`src/rtl/wb_stage_pkg.sv`:
```
// Shared definitions for the write-back stage: widths, canary value,
// WB state encodings and the MEM-latch field layout shared with mem_stage packing.
package wb_stage_pkg;

    localparam int DBITS     = 32;
    localparam int INSTBITS  = 32;
    localparam int REGNOBITS = 5;
    localparam int CANARY_W  = 4;

    localparam logic [CANARY_W-1:0] CANARY_VAL = 4'hF;

    typedef enum logic [1:0] {
        ST_RUN    = 2'd0,
        ST_HALTED = 2'd1,
        ST_ERROR  = 2'd2
    } wb_state_e;

    // MEM-latch field order, most significant field first
    typedef struct packed {
        logic                  valid;
        logic [INSTBITS-1:0]   inst;
        logic [DBITS-1:0]      pc;
        logic [DBITS-1:0]      inst_count;
        logic                  wr_reg;
        logic [REGNOBITS-1:0]  rd;
        logic [DBITS-1:0]      rd_val;
        logic                  is_halt;
        logic [CANARY_W-1:0]   canary;
    } mem_latch_t;

    function automatic logic canary_ok(input logic [CANARY_W-1:0] canary);
        return canary == CANARY_VAL;
    endfunction

endpackage

```
`src/rtl/wb_stage_if.sv`:
```
// MEM-latch to WB bus plus the regfile write / forwarding return path.
// master = memory-stage side, slave = write-back stage.
interface wb_stage_if;
    import wb_stage_pkg::*;

    logic                  mem_valid;
    logic [INSTBITS-1:0]   mem_inst;
    logic [DBITS-1:0]      mem_pc;
    logic [DBITS-1:0]      mem_inst_count;
    logic                  mem_wr_reg;
    logic [REGNOBITS-1:0]  mem_rd;
    logic [DBITS-1:0]      mem_rd_val;
    logic                  mem_is_halt;
    logic [CANARY_W-1:0]   mem_canary;

    logic                  wb_reg_we;
    logic [REGNOBITS-1:0]  wb_rd;
    logic [DBITS-1:0]      wb_rd_val;
    logic [REGNOBITS-1:0]  wb_busy_rd;

    modport master (
        output mem_valid, mem_inst, mem_pc, mem_inst_count, mem_wr_reg,
               mem_rd, mem_rd_val, mem_is_halt, mem_canary,
        input  wb_reg_we, wb_rd, wb_rd_val, wb_busy_rd
    );

    modport slave (
        input  mem_valid, mem_inst, mem_pc, mem_inst_count, mem_wr_reg,
               mem_rd, mem_rd_val, mem_is_halt, mem_canary,
        output wb_reg_we, wb_rd, wb_rd_val, wb_busy_rd
    );

endinterface

```
`src/rtl/wb_retire_fsm.sv`:
```
// Retire/halt/error state machine: fault checks, expected fetch count,
// retired-instruction counter.
//
//  state     | meaning
//  ----------+------------------------------------------------------------
//  ST_RUN    | normal operation, valid clean entries retire
//  ST_HALTED | HALT retired; architectural updates frozen
//  ST_ERROR  | canary or ordering fault seen; updates frozen until reset
module wb_retire_fsm
    import wb_stage_pkg::*;
(
    input  logic                 clk,
    input  logic                 reset,
    input  logic                 mem_valid,
    input  logic [DBITS-1:0]     mem_inst_count,
    input  logic                 mem_is_halt,
    input  logic [CANARY_W-1:0]  mem_canary,
    output logic                 retire,
    output logic [DBITS-1:0]     retired_cnt,
    output logic                 halted,
    output logic                 err
);

    wb_state_e         state_q;
    wb_state_e         state_d;
    logic [DBITS-1:0]  expected_count;
    logic              fault;
    logic              live;

    // Fault detection, retire qualification and next-state selection
    always_comb begin
        state_d = state_q;
        live    = !reset && mem_valid && (state_q == ST_RUN);
        fault   = live && (!canary_ok(mem_canary) || (mem_inst_count != expected_count));
        retire  = live && !fault;
        unique case (state_q)
            ST_RUN: begin
                if (fault)
                    state_d = ST_ERROR;
                else if (retire && mem_is_halt)
                    state_d = ST_HALTED;
            end
            ST_HALTED: state_d = ST_HALTED;
            ST_ERROR:  state_d = ST_ERROR;
            // an unused encoding can only come from corruption
            default:   state_d = ST_ERROR;
        endcase
    end

    // State, expected sequence number and retire counter
    always_ff @(posedge clk) begin
        if (reset) begin
            state_q        <= ST_RUN;
            expected_count <= '0;
            retired_cnt    <= '0;
        end else begin
            state_q <= state_d;
            if (retire) begin
                retired_cnt    <= retired_cnt + DBITS'(1);
                expected_count <= mem_inst_count + DBITS'(1);
            end
        end
    end

    assign halted = (state_q == ST_HALTED);
    assign err    = (state_q == ST_ERROR);

endmodule

```
`src/rtl/wb_stage.sv`:
```
// Write-back stage: regfile write port and forwarding bus (combinational from
// the MEM latch), last retired PC, and optional retire trace.
// Optional feature macro: WB_TRACE_EN (trace ports and per-retire print).
module wb_stage
    import wb_stage_pkg::*;
(
    input  logic                  clk,
    input  logic                  reset,
    wb_stage_if.slave             bus,
    output logic [DBITS-1:0]      retired_cnt,
    output logic [DBITS-1:0]      last_pc,
    output logic                  halted,
    output logic                  err
`ifdef WB_TRACE_EN
    ,
    output logic                  trace_valid,
    output logic [DBITS-1:0]      trace_pc,
    output logic [INSTBITS-1:0]   trace_inst,
    output logic [REGNOBITS-1:0]  trace_rd,
    output logic [DBITS-1:0]      trace_val
`endif
);

    logic retire;
    logic reg_we;

    wb_retire_fsm u_fsm (
        .clk            (clk),
        .reset          (reset),
        .mem_valid      (bus.mem_valid),
        .mem_inst_count (bus.mem_inst_count),
        .mem_is_halt    (bus.mem_is_halt),
        .mem_canary     (bus.mem_canary),
        .retire         (retire),
        .retired_cnt    (retired_cnt),
        .halted         (halted),
        .err            (err)
    );

    // Regfile write and forward bus: same-cycle, x0 writes dropped
    always_comb begin
        reg_we         = retire && bus.mem_wr_reg && (bus.mem_rd != '0);
        bus.wb_reg_we  = reg_we;
        bus.wb_rd      = reg_we ? bus.mem_rd     : '0;
        bus.wb_rd_val  = reg_we ? bus.mem_rd_val : '0;
        bus.wb_busy_rd = reg_we ? bus.mem_rd     : '0;
    end

    // PC of the most recently retired instruction
    always_ff @(posedge clk) begin
        if (reset)
            last_pc <= '0;
        else if (retire)
            last_pc <= bus.mem_pc;
    end

`ifdef WB_TRACE_EN
    // Retire trace, one cycle behind the retire
    always_ff @(posedge clk) begin
        if (reset) begin
            trace_valid <= 1'b0;
            trace_pc    <= '0;
            trace_inst  <= '0;
            trace_rd    <= '0;
            trace_val   <= '0;
        end else begin
            trace_valid <= retire;
            if (retire) begin
                trace_pc   <= bus.mem_pc;
                trace_inst <= bus.mem_inst;
                trace_rd   <= bus.mem_rd;
                trace_val  <= bus.mem_rd_val;
            end
        end
    end

`ifndef SYNTHESIS
    // Human-readable retire log
    always @(posedge clk) begin
        if (retire)
            $display("WB %0d pc=%h rd=%0d val=%h",
                     retired_cnt + DBITS'(1), bus.mem_pc, bus.mem_rd, bus.mem_rd_val);
    end
`endif
`else
    // instruction word is only consumed by the trace
    logic unused_inst;
    assign unused_inst = ^bus.mem_inst;
`endif

endmodule

```
`src/flat_wrapper.sv`:
```
// flat-port wrapper written by rule: the top's interface ports become plain ports
module wb_stage_flat import wb_stage_pkg::*;
  (clk, reset, retired_cnt, last_pc, halted, err, bus_mem_valid, bus_mem_inst, bus_mem_pc, bus_mem_inst_count, bus_mem_wr_reg, bus_mem_rd, bus_mem_rd_val, bus_mem_is_halt, bus_mem_canary, bus_wb_reg_we, bus_wb_rd, bus_wb_rd_val, bus_wb_busy_rd);
  wb_stage_if bus_i ();
  input  logic clk;
  input  logic reset;
  output logic [DBITS-1:0] retired_cnt;
  output logic [DBITS-1:0] last_pc;
  output logic halted;
  output logic err;
  input wire logic [$bits(bus_i.mem_valid)-1:0] bus_mem_valid;
  input wire logic [$bits(bus_i.mem_inst)-1:0] bus_mem_inst;
  input wire logic [$bits(bus_i.mem_pc)-1:0] bus_mem_pc;
  input wire logic [$bits(bus_i.mem_inst_count)-1:0] bus_mem_inst_count;
  input wire logic [$bits(bus_i.mem_wr_reg)-1:0] bus_mem_wr_reg;
  input wire logic [$bits(bus_i.mem_rd)-1:0] bus_mem_rd;
  input wire logic [$bits(bus_i.mem_rd_val)-1:0] bus_mem_rd_val;
  input wire logic [$bits(bus_i.mem_is_halt)-1:0] bus_mem_is_halt;
  input wire logic [$bits(bus_i.mem_canary)-1:0] bus_mem_canary;
  output wire logic [$bits(bus_i.wb_reg_we)-1:0] bus_wb_reg_we;
  output wire logic [$bits(bus_i.wb_rd)-1:0] bus_wb_rd;
  output wire logic [$bits(bus_i.wb_rd_val)-1:0] bus_wb_rd_val;
  output wire logic [$bits(bus_i.wb_busy_rd)-1:0] bus_wb_busy_rd;
  assign bus_i.mem_valid = bus_mem_valid;
  assign bus_i.mem_inst = bus_mem_inst;
  assign bus_i.mem_pc = bus_mem_pc;
  assign bus_i.mem_inst_count = bus_mem_inst_count;
  assign bus_i.mem_wr_reg = bus_mem_wr_reg;
  assign bus_i.mem_rd = bus_mem_rd;
  assign bus_i.mem_rd_val = bus_mem_rd_val;
  assign bus_i.mem_is_halt = bus_mem_is_halt;
  assign bus_i.mem_canary = bus_mem_canary;
  assign bus_wb_reg_we = bus_i.wb_reg_we;
  assign bus_wb_rd = bus_i.wb_rd;
  assign bus_wb_rd_val = bus_i.wb_rd_val;
  assign bus_wb_busy_rd = bus_i.wb_busy_rd;
  wb_stage u_core (.clk(clk), .reset(reset), .bus(bus_i), .retired_cnt(retired_cnt), .last_pc(last_pc), .halted(halted), .err(err));
endmodule
```
`config.mk`:
```
export PLATFORM = sky130hd
export DESIGN_NAME = wb_stage_flat
export DESIGN_NICKNAME = d
export VERILOG_FILES = /design/src/rtl/wb_stage_pkg.sv /design/src/rtl/wb_stage_if.sv /design/src/rtl/wb_retire_fsm.sv /design/src/rtl/wb_stage.sv /design/src/flat_wrapper.sv
export SDC_FILE = /design/constraint.sdc
export NUM_CORES = 1
export LEC_CHECK = 0
export ABC_AREA = 1
export ABC_CLOCK_PERIOD_IN_PS = 2000
export CORE_MARGIN = 2
export CORE_UTILIZATION = 41
export DETAILED_ROUTE_END_ITERATION = 16
export GPL_ROUTABILITY_DRIVEN = 1
export MAX_ROUTING_LAYER = met4
export PLACE_DENSITY_LB_ADDON = 0.3
export SLEW_MARGIN = 20
export SYNTH_ARGS = -nofsm -noshare
export SYNTH_HDL_FRONTEND = slang
export SYNTH_SLANG_ARGS = --single-unit
```
`constraint.sdc`:
```
create_clock -name clk -period 2 [get_ports clk]
set_clock_uncertainty 0.05 [all_clocks]
set_input_delay 0.4 -clock clk [delete_from_list [all_inputs] [get_ports clk]]
set_output_delay 0.4 -clock clk [all_outputs]
set_load 0.03 [all_outputs]
```
# Word level (Yosys, flattened, before mapping)
# Cells that the tools add are included.
[op_classes]
n_addsub = 2
n_eq_ne = 5
mux = 5
n_reduce_logical = 13
[ops]
columns = ["operator", "count"]
rows = [
  ["32-bit by 1-bit adder with 32-bit output, second input constant", 2],
  ["32-bit 2-to-1 mux", 1],
  ["32-bit inequality test", 1],
  ["1-bit logical AND", 7],
  ["5-bit 2-to-1 mux", 1],
  ["5-bit nonzero test", 1],
  ["4-bit == test, second input constant", 1],
  ["2-bit 2-to-1 mux", 2],
  ["2-bit one-hot mux with 2 select lines", 1],
  ["1-bit zero test", 3],
  ["3-bit by 2-bit inequality test with 1-bit output, second input constant", 1],
  ["2-bit by 1-bit == test with 1-bit output, second input constant", 1],
  ["2-bit == test, second input constant", 1],
  ["2-bit zero test", 1],
  ["1-bit logical OR", 1],
]
[totals]
ff_bits = 98
in_bits = 142
output_inout_bits = 109
wordCells = 29

# Logic depth before layout (Yosys ltp)
# Gate-level depths: netlist (run 1).
[depth]
word_depth = 10
mapped_depth = 13
depth_no_buf = 12

# Hierarchy
# Synthesis (run 1) repeated with hierarchy kept, for this count alone.
[unflattened]
hier_cells = 1157
hier_area_um2 = 6776.5
[modules_own_cells]
columns = ["mod", "instances", "cells_each", "area_per_inst_um2"]
rows = [
  ["wb_retire_fsm", 1, 929, 5257.5],
  ["wb_stage", 1, 228, 1519.0],
]

# Worst setup path before layout (run 1)
# No wires, ideal clock.
[synth_path]
path_kind = "input port to output port"
start = "input bus_mem_canary[1]"
end = "output bus_wb_rd[0]"
arrival_ns = 2.230
required_time_ns = 1.550
setup_slack_ns = -0.680
cell_stages = 10
n_path_buf = 2
cell_sequence = "nand2_1 -> nor2_2 -> nand3_1 -> nor3_1 -> nand3_1 -> nor2_4 -> nand4_4 -> buf_2 -> nor2_1 -> buf_4"
[synth_via]
elab_chain_len = 9
[synth_lines]
columns = ["element", "line_no", "rtl"]
rows = [
  ["start, declared", "flat_wrapper.sv:19", "input wire logic [$bits(bus_i.mem_canary)-1:0] bus_mem_canary;"],
  ["4-bit == test", "wb_stage_pkg.sv:32", "return canary == CANARY_VAL;"],
  ["1-bit zero test", "wb_retire_fsm.sv:34", "fault = live && (!canary_ok(mem_canary) || (mem_inst_count != expected_count));"],
  ["1-bit logical OR", "wb_retire_fsm.sv:34", ""],
  ["1-bit logical AND", "wb_retire_fsm.sv:34", ""],
  ["1-bit zero test", "wb_retire_fsm.sv:35", "retire = live && !fault;"],
  ["1-bit logical AND", "wb_retire_fsm.sv:35", ""],
  ["1-bit logical AND (2 in a row)", "wb_stage.sv:42", "reg_we = retire && bus.mem_wr_reg && (bus.mem_rd != '0);"],
  ["5-bit 2-to-1 mux", "n/a", ""],
  ["end, declared", "flat_wrapper.sv:21", "output wire logic [$bits(bus_i.wb_rd)-1:0] bus_wb_rd;"],
]
# No other way between the ends.

# Worst setup path in the final report (run 1)
[layout_path]
start = "input bus_mem_inst_count[22]"
end = "output bus_wb_busy_rd[3]"
[layout_via]
elab_chain_len = 8
[layout_lines]
columns = ["element", "line_no", "rtl"]
rows = [
  ["start, declared", "flat_wrapper.sv:14", "input wire logic [$bits(bus_i.mem_inst_count)-1:0] bus_mem_inst_count;"],
  ["32-bit inequality test", "wb_retire_fsm.sv:34", ""],
  ["1-bit logical OR", "wb_retire_fsm.sv:34", ""],
  ["1-bit logical AND", "wb_retire_fsm.sv:34", ""],
  ["1-bit zero test", "wb_retire_fsm.sv:35", ""],
  ["1-bit logical AND", "wb_retire_fsm.sv:35", ""],
  ["1-bit logical AND (2 in a row)", "wb_stage.sv:42", ""],
  ["5-bit 2-to-1 mux", "wb_stage.sv:46", "bus.wb_busy_rd = reg_we ? bus.mem_rd : '0;"],
  ["end, declared", "flat_wrapper.sv:23", "output wire logic [$bits(bus_i.wb_busy_rd)-1:0] bus_wb_busy_rd;"],
]
# No other way between the ends.

==> flow_summary.json, run 1 <==
{
  "path_cells": "clkdlybuf4s15_1 -> inv_2 -> nand2_1 -> nand2_2 -> nor2_1 -> nand2_1 -> nor2_2 -> nand3_2 -> nor2_4 -> nand4_4 -> buf_12 -> nor2_4 -> buf_6",
  "n_antenna_cell": 0,
  "crit_start": "bus_mem_inst_count[22]",
  "multiInputGateArea_sq_um": 4440,
  "cp_max_fo": 8,
  "tightest_slew_ns": 0.765,
  "finalPower_mw": 4.74,
  "synth_warnings": 0,
  "setup_violations": 106,
  "hold-path-endpoint": "u_core.u_fsm.expected_count[0]",
  "synth_cell_types": 25,
  "crit_required_ns": 1.55,
  "grt_pass1_vias": 8048,
  "cpPeakStageDelay_ns": 0.30,
  "hpwl_microns": 17300,
  "grt-ovfl-total": 0,
  "globalRouteTotalUtil_pct": 29.7,
  "hold_depth": 4,
  "cts_max_level": 3,
  "gp_congestion": 0.941,
  "clk_pin_slew_ns": 0.07,
  "seq_power_share_pct": 41.1,
  "fin_crit_sh_pct": 136,
  "hold_viol": 0,
  "final_max_slew_viol_count": 0,
  "viasPerCell": 5.17,
  "antenna_found_initial": 0,
  "clockBufferDepth": 2,
  "period_needed_ns": 2.72,
  "critPathSlowestCell": "clkdlybuf4s15_1",
  "maxSlewHeadroom_pct": 49.0,
  "final_core_util_pct": 72.4,
  "clockPowerShare_pct": 43.5,
  "ctsHoldBuffers": 0,
  "status": "finished with violations",
  "fin_ws_ns": -0.720,
  "failed_checks": "negative setup slack",
  "synth_area_leaders": "dfxtp_1 30%, nand2_1 23%, nor2_1 11%",
  "dieArea_sq_um": 17000,
  "r2r_cells": 13,
  "rrSetupSlack_ns": -0.12,
  "rows": 46,
  "drtIter0Drc": 811,
  "ys_seq_area_share_pct": 29.9,
  "ys_ff_latch": 98,
  "synth_fp_nets": 1275,
  "cts_sinks": 98,
  "cts_root_buffer": "clkbuf_16",
  "fin_nets": 1623,
  "yosysTopAreaCell": "dfxtp_1",
  "p_switching_mw": 1.27,
  "placeableCoreArea_sq_um": 15800,
  "setup.worst_path.end_class": "primary output",
  "hold_class": "in2reg",
  "clk_latency_ns": 0.36,
  "io_pins": 251,
  "rsz0062_at_grt": "yes",
  "reg2reg_from": "u_core.u_fsm.expected_count[28]",
  "netlist_instances": 1131,
  "power.leakage_nw": 5.18,
  "drtPass1Iterations": 7,
  "r2r_end": "u_core.last_pc[24]",
  "cp-start-kind": "input port",
  "power_frac_comb_pct": 15.4,
  "hp-start": "bus_mem_inst_count[0]",
  "vdd_drop_max_v": 0.000524,
  "ant_nets": 0,
  "drive_gt1_share_pct": 27.7,
  "p_int_mw": 3.47,
  "seq_area_sq_um": 1990,
  "area_growth_pct": 73.9,
  "cts_inserted_buffers": 9,
  "grt_first_pass_wirelength_microns": 39000,
  "drv_cap": 0,
  "avgRoutedWirePerCell_microns": 16.0,
  "syn_area_per_cell_sq_um": 5.80,
  "grt_max_degree": 71,
  "die_x_microns": 131,
  "initial_core_util_pct": 41.6,
  "syn_area_sq_um": 6560,
  "fmax_mhz": 368,
  "n_fill_cell": 1246,
  "route.vias.total": 8788,
  "p_per_area_nw_per_um2": 416,
  "path_class": "in2out",
  "cp.arrival_ns": 2.27,
  "routed_wl_microns": 27300,
  "drc_errors": 0,
  "die_h_microns": 131,
  "cts_tree": "yes",
  "portBuffers": 218,
  "swShare_pct": 26.8,
  "synth_top_cell_area_share_pct": 29.9
}
-- worst max-delay path by stage --
stage	end	slack, ns	depth (start not counted)
after floorplan	bus_wb_rd[0]	-0.28	10
after global placement	bus_wb_busy_rd[1]	-0.89	13
after detailed placement	bus_wb_busy_rd[1]	-0.97	13
after CTS	bus_wb_busy_rd[3]	-0.62	12
after global routing	bus_wb_busy_rd[3]	-0.77	12
final	bus_wb_busy_rd[3]	-0.72	13
-- synthesized netlist by cell type --
library cell and instances:
nand4_1 75, inv_1 117, nand3_1 25, nor3_1 9, dfxtp_1 98, xnor2_1 6, a21oi_1 75, inv_2 14
buf_6 2, nor2_4 3, nor2_2 2, nor3b_1 2, buf_2 13, ha_1 2, nand2_1 396, nand3b_1 15
nand4_4 1, clkbuf_1 30, buf_4 7, nor2_1 196, buf_1 1, nand3_2 1, o21ai_0 6, xor2_1 34
and2_1 1
-- final cells by class --
| cell class | instances | share of cell area (%) |
|---|---|---|
| multi-input combinational | 849 | 38.9 |
| clock inverter | 6 | 0.921 |
| clock buffer | 10 | 2.09 |
| inverter | 131 | 4.35 |
| timing repair buffer | 390 | 34.0 |
| sequential | 98 | 17.4 |
| tap | 216 | 2.37 |
-- power groups by stage --
stage / combinational, mW / clock, mW / sequential (mW)
floorplan: 0.229 / 0 / 2.00
global placement: 0.673 / 0 / 2.00
detailed placement: 0.677 / 0 / 2.00
CTS: 0.680 / 2.06 / 1.95
global route: 0.783 / 2.14 / 1.95
finish: 0.732 / 2.06 / 1.95
-- per-layer routing --
metal	vias to the layer above	GRT usage [%]	share of wire, %
met3	82	5.54	7.0
li1	4244	-	-
met2	403	49.5	50
met4	0	11.4	3.2
met1	4059	35.7	40
met5	-	-	0
-- registers in the layout, indices dropped and copies added (netlist names) --
name,flops
u_core.last_pc,32
u_core.u_fsm.expected_count,32
u_core.u_fsm.retired_cnt,32
u_core.u_fsm.state_q,2
-- metrics by stage --
| stage | cell area [sq um] | setup TNS (ns) | worst slack, ns | hold WS [ns] | cells |
|---|---|---|---|---|---|
| 3_3_place_gp | 9970 | -96.42 | -0.890 | 0.397 | 1654 |
| 4_1_cts | 10800 | -52.08 | -0.619 | 0.412 | 1687 |
| 5_1_grt | 11400 | -41.57 | -0.773 | 0.413 | 1700 |
| 2_1_floorplan | 6780 | -7.87 | -0.279 | 0.402 | 1131 |
| 6_report | 11400 | -32.21 | -0.720 | 0.356 | 1700 |
| 3_5_place_dp | 9970 | -102.16 | -0.970 | 0.401 | 1654 |
-- cell families after synthesis --
family	synth area share, %
and+or+nand+nor	46.8
buffers and inverters	11.4
DFF	29.9
xor gates and xnor gates	5.34
adders and majority gates	0.381
AOI/OAI and AO/OA	6.18
-- what timing repair did --
item	4_1_cts	5_1_grt
gates resized for setup	149	146
endpoints found under the setup margin	145	154
cloned	6	8
buffers inserted	27	12
pin swaps	33	46
-- cells in the final DEF (no fill, tap or decap), types with 3 or more instances in the layout --
| cell | count |
|---|---|
| inv_2 | 21 |
| nand3_2 | 3 |
| nand4_1 | 75 |
| a21oi_2 | 4 |
| nand3b_1 | 15 |
| nor2_2 | 19 |
| dfxtp_1 | 76 |
| a21oi_1 | 71 |
| nor3_1 | 6 |
| buf_16 | 5 |
| xor2_1 | 34 |
| o21ai_2 | 6 |
| nand3_1 | 20 |
| clkdlybuf4s15_1 | 7 |
| nor2_4 | 45 |
| nand3_4 | 3 |
| buf_12 | 9 |
| clkbuf_16 | 18 |
| nor2_1 | 137 |
| nand2_2 | 40 |
| nor3_2 | 3 |
| clkbuf_2 | 8 |
| dfxtp_2 | 22 |
| xnor2_1 | 6 |
| nand2_1 | 354 |
| clkdlybuf4s50_1 | 120 |
| buf_6 | 48 |
| buf_4 | 144 |
| dlymetal6s2s_1 | 14 |
| dlygate4sd2_1 | 24 |
| inv_1 | 109 |
-- critical path: cells and delay by family --
kind                   cells  cell delay [ns]
buffers and inverters      4             0.75
AND/OR/NAND/NOR            9             1.12
(Power assumes the default switching activity.)
==> run 2: changes to the inputs <==
Settings changed: CAP_MARGIN set to 20.
==> results of run 2 <==
Same layout as run 1: the final DEF is identical, and so are final timing and power.
==> run 3: changes to the inputs <==
Settings changed: CAP_MARGIN 20 to not set.
==> results of run 3 <==
Same layout as run 1: the final DEF is identical, and so are final timing and power.
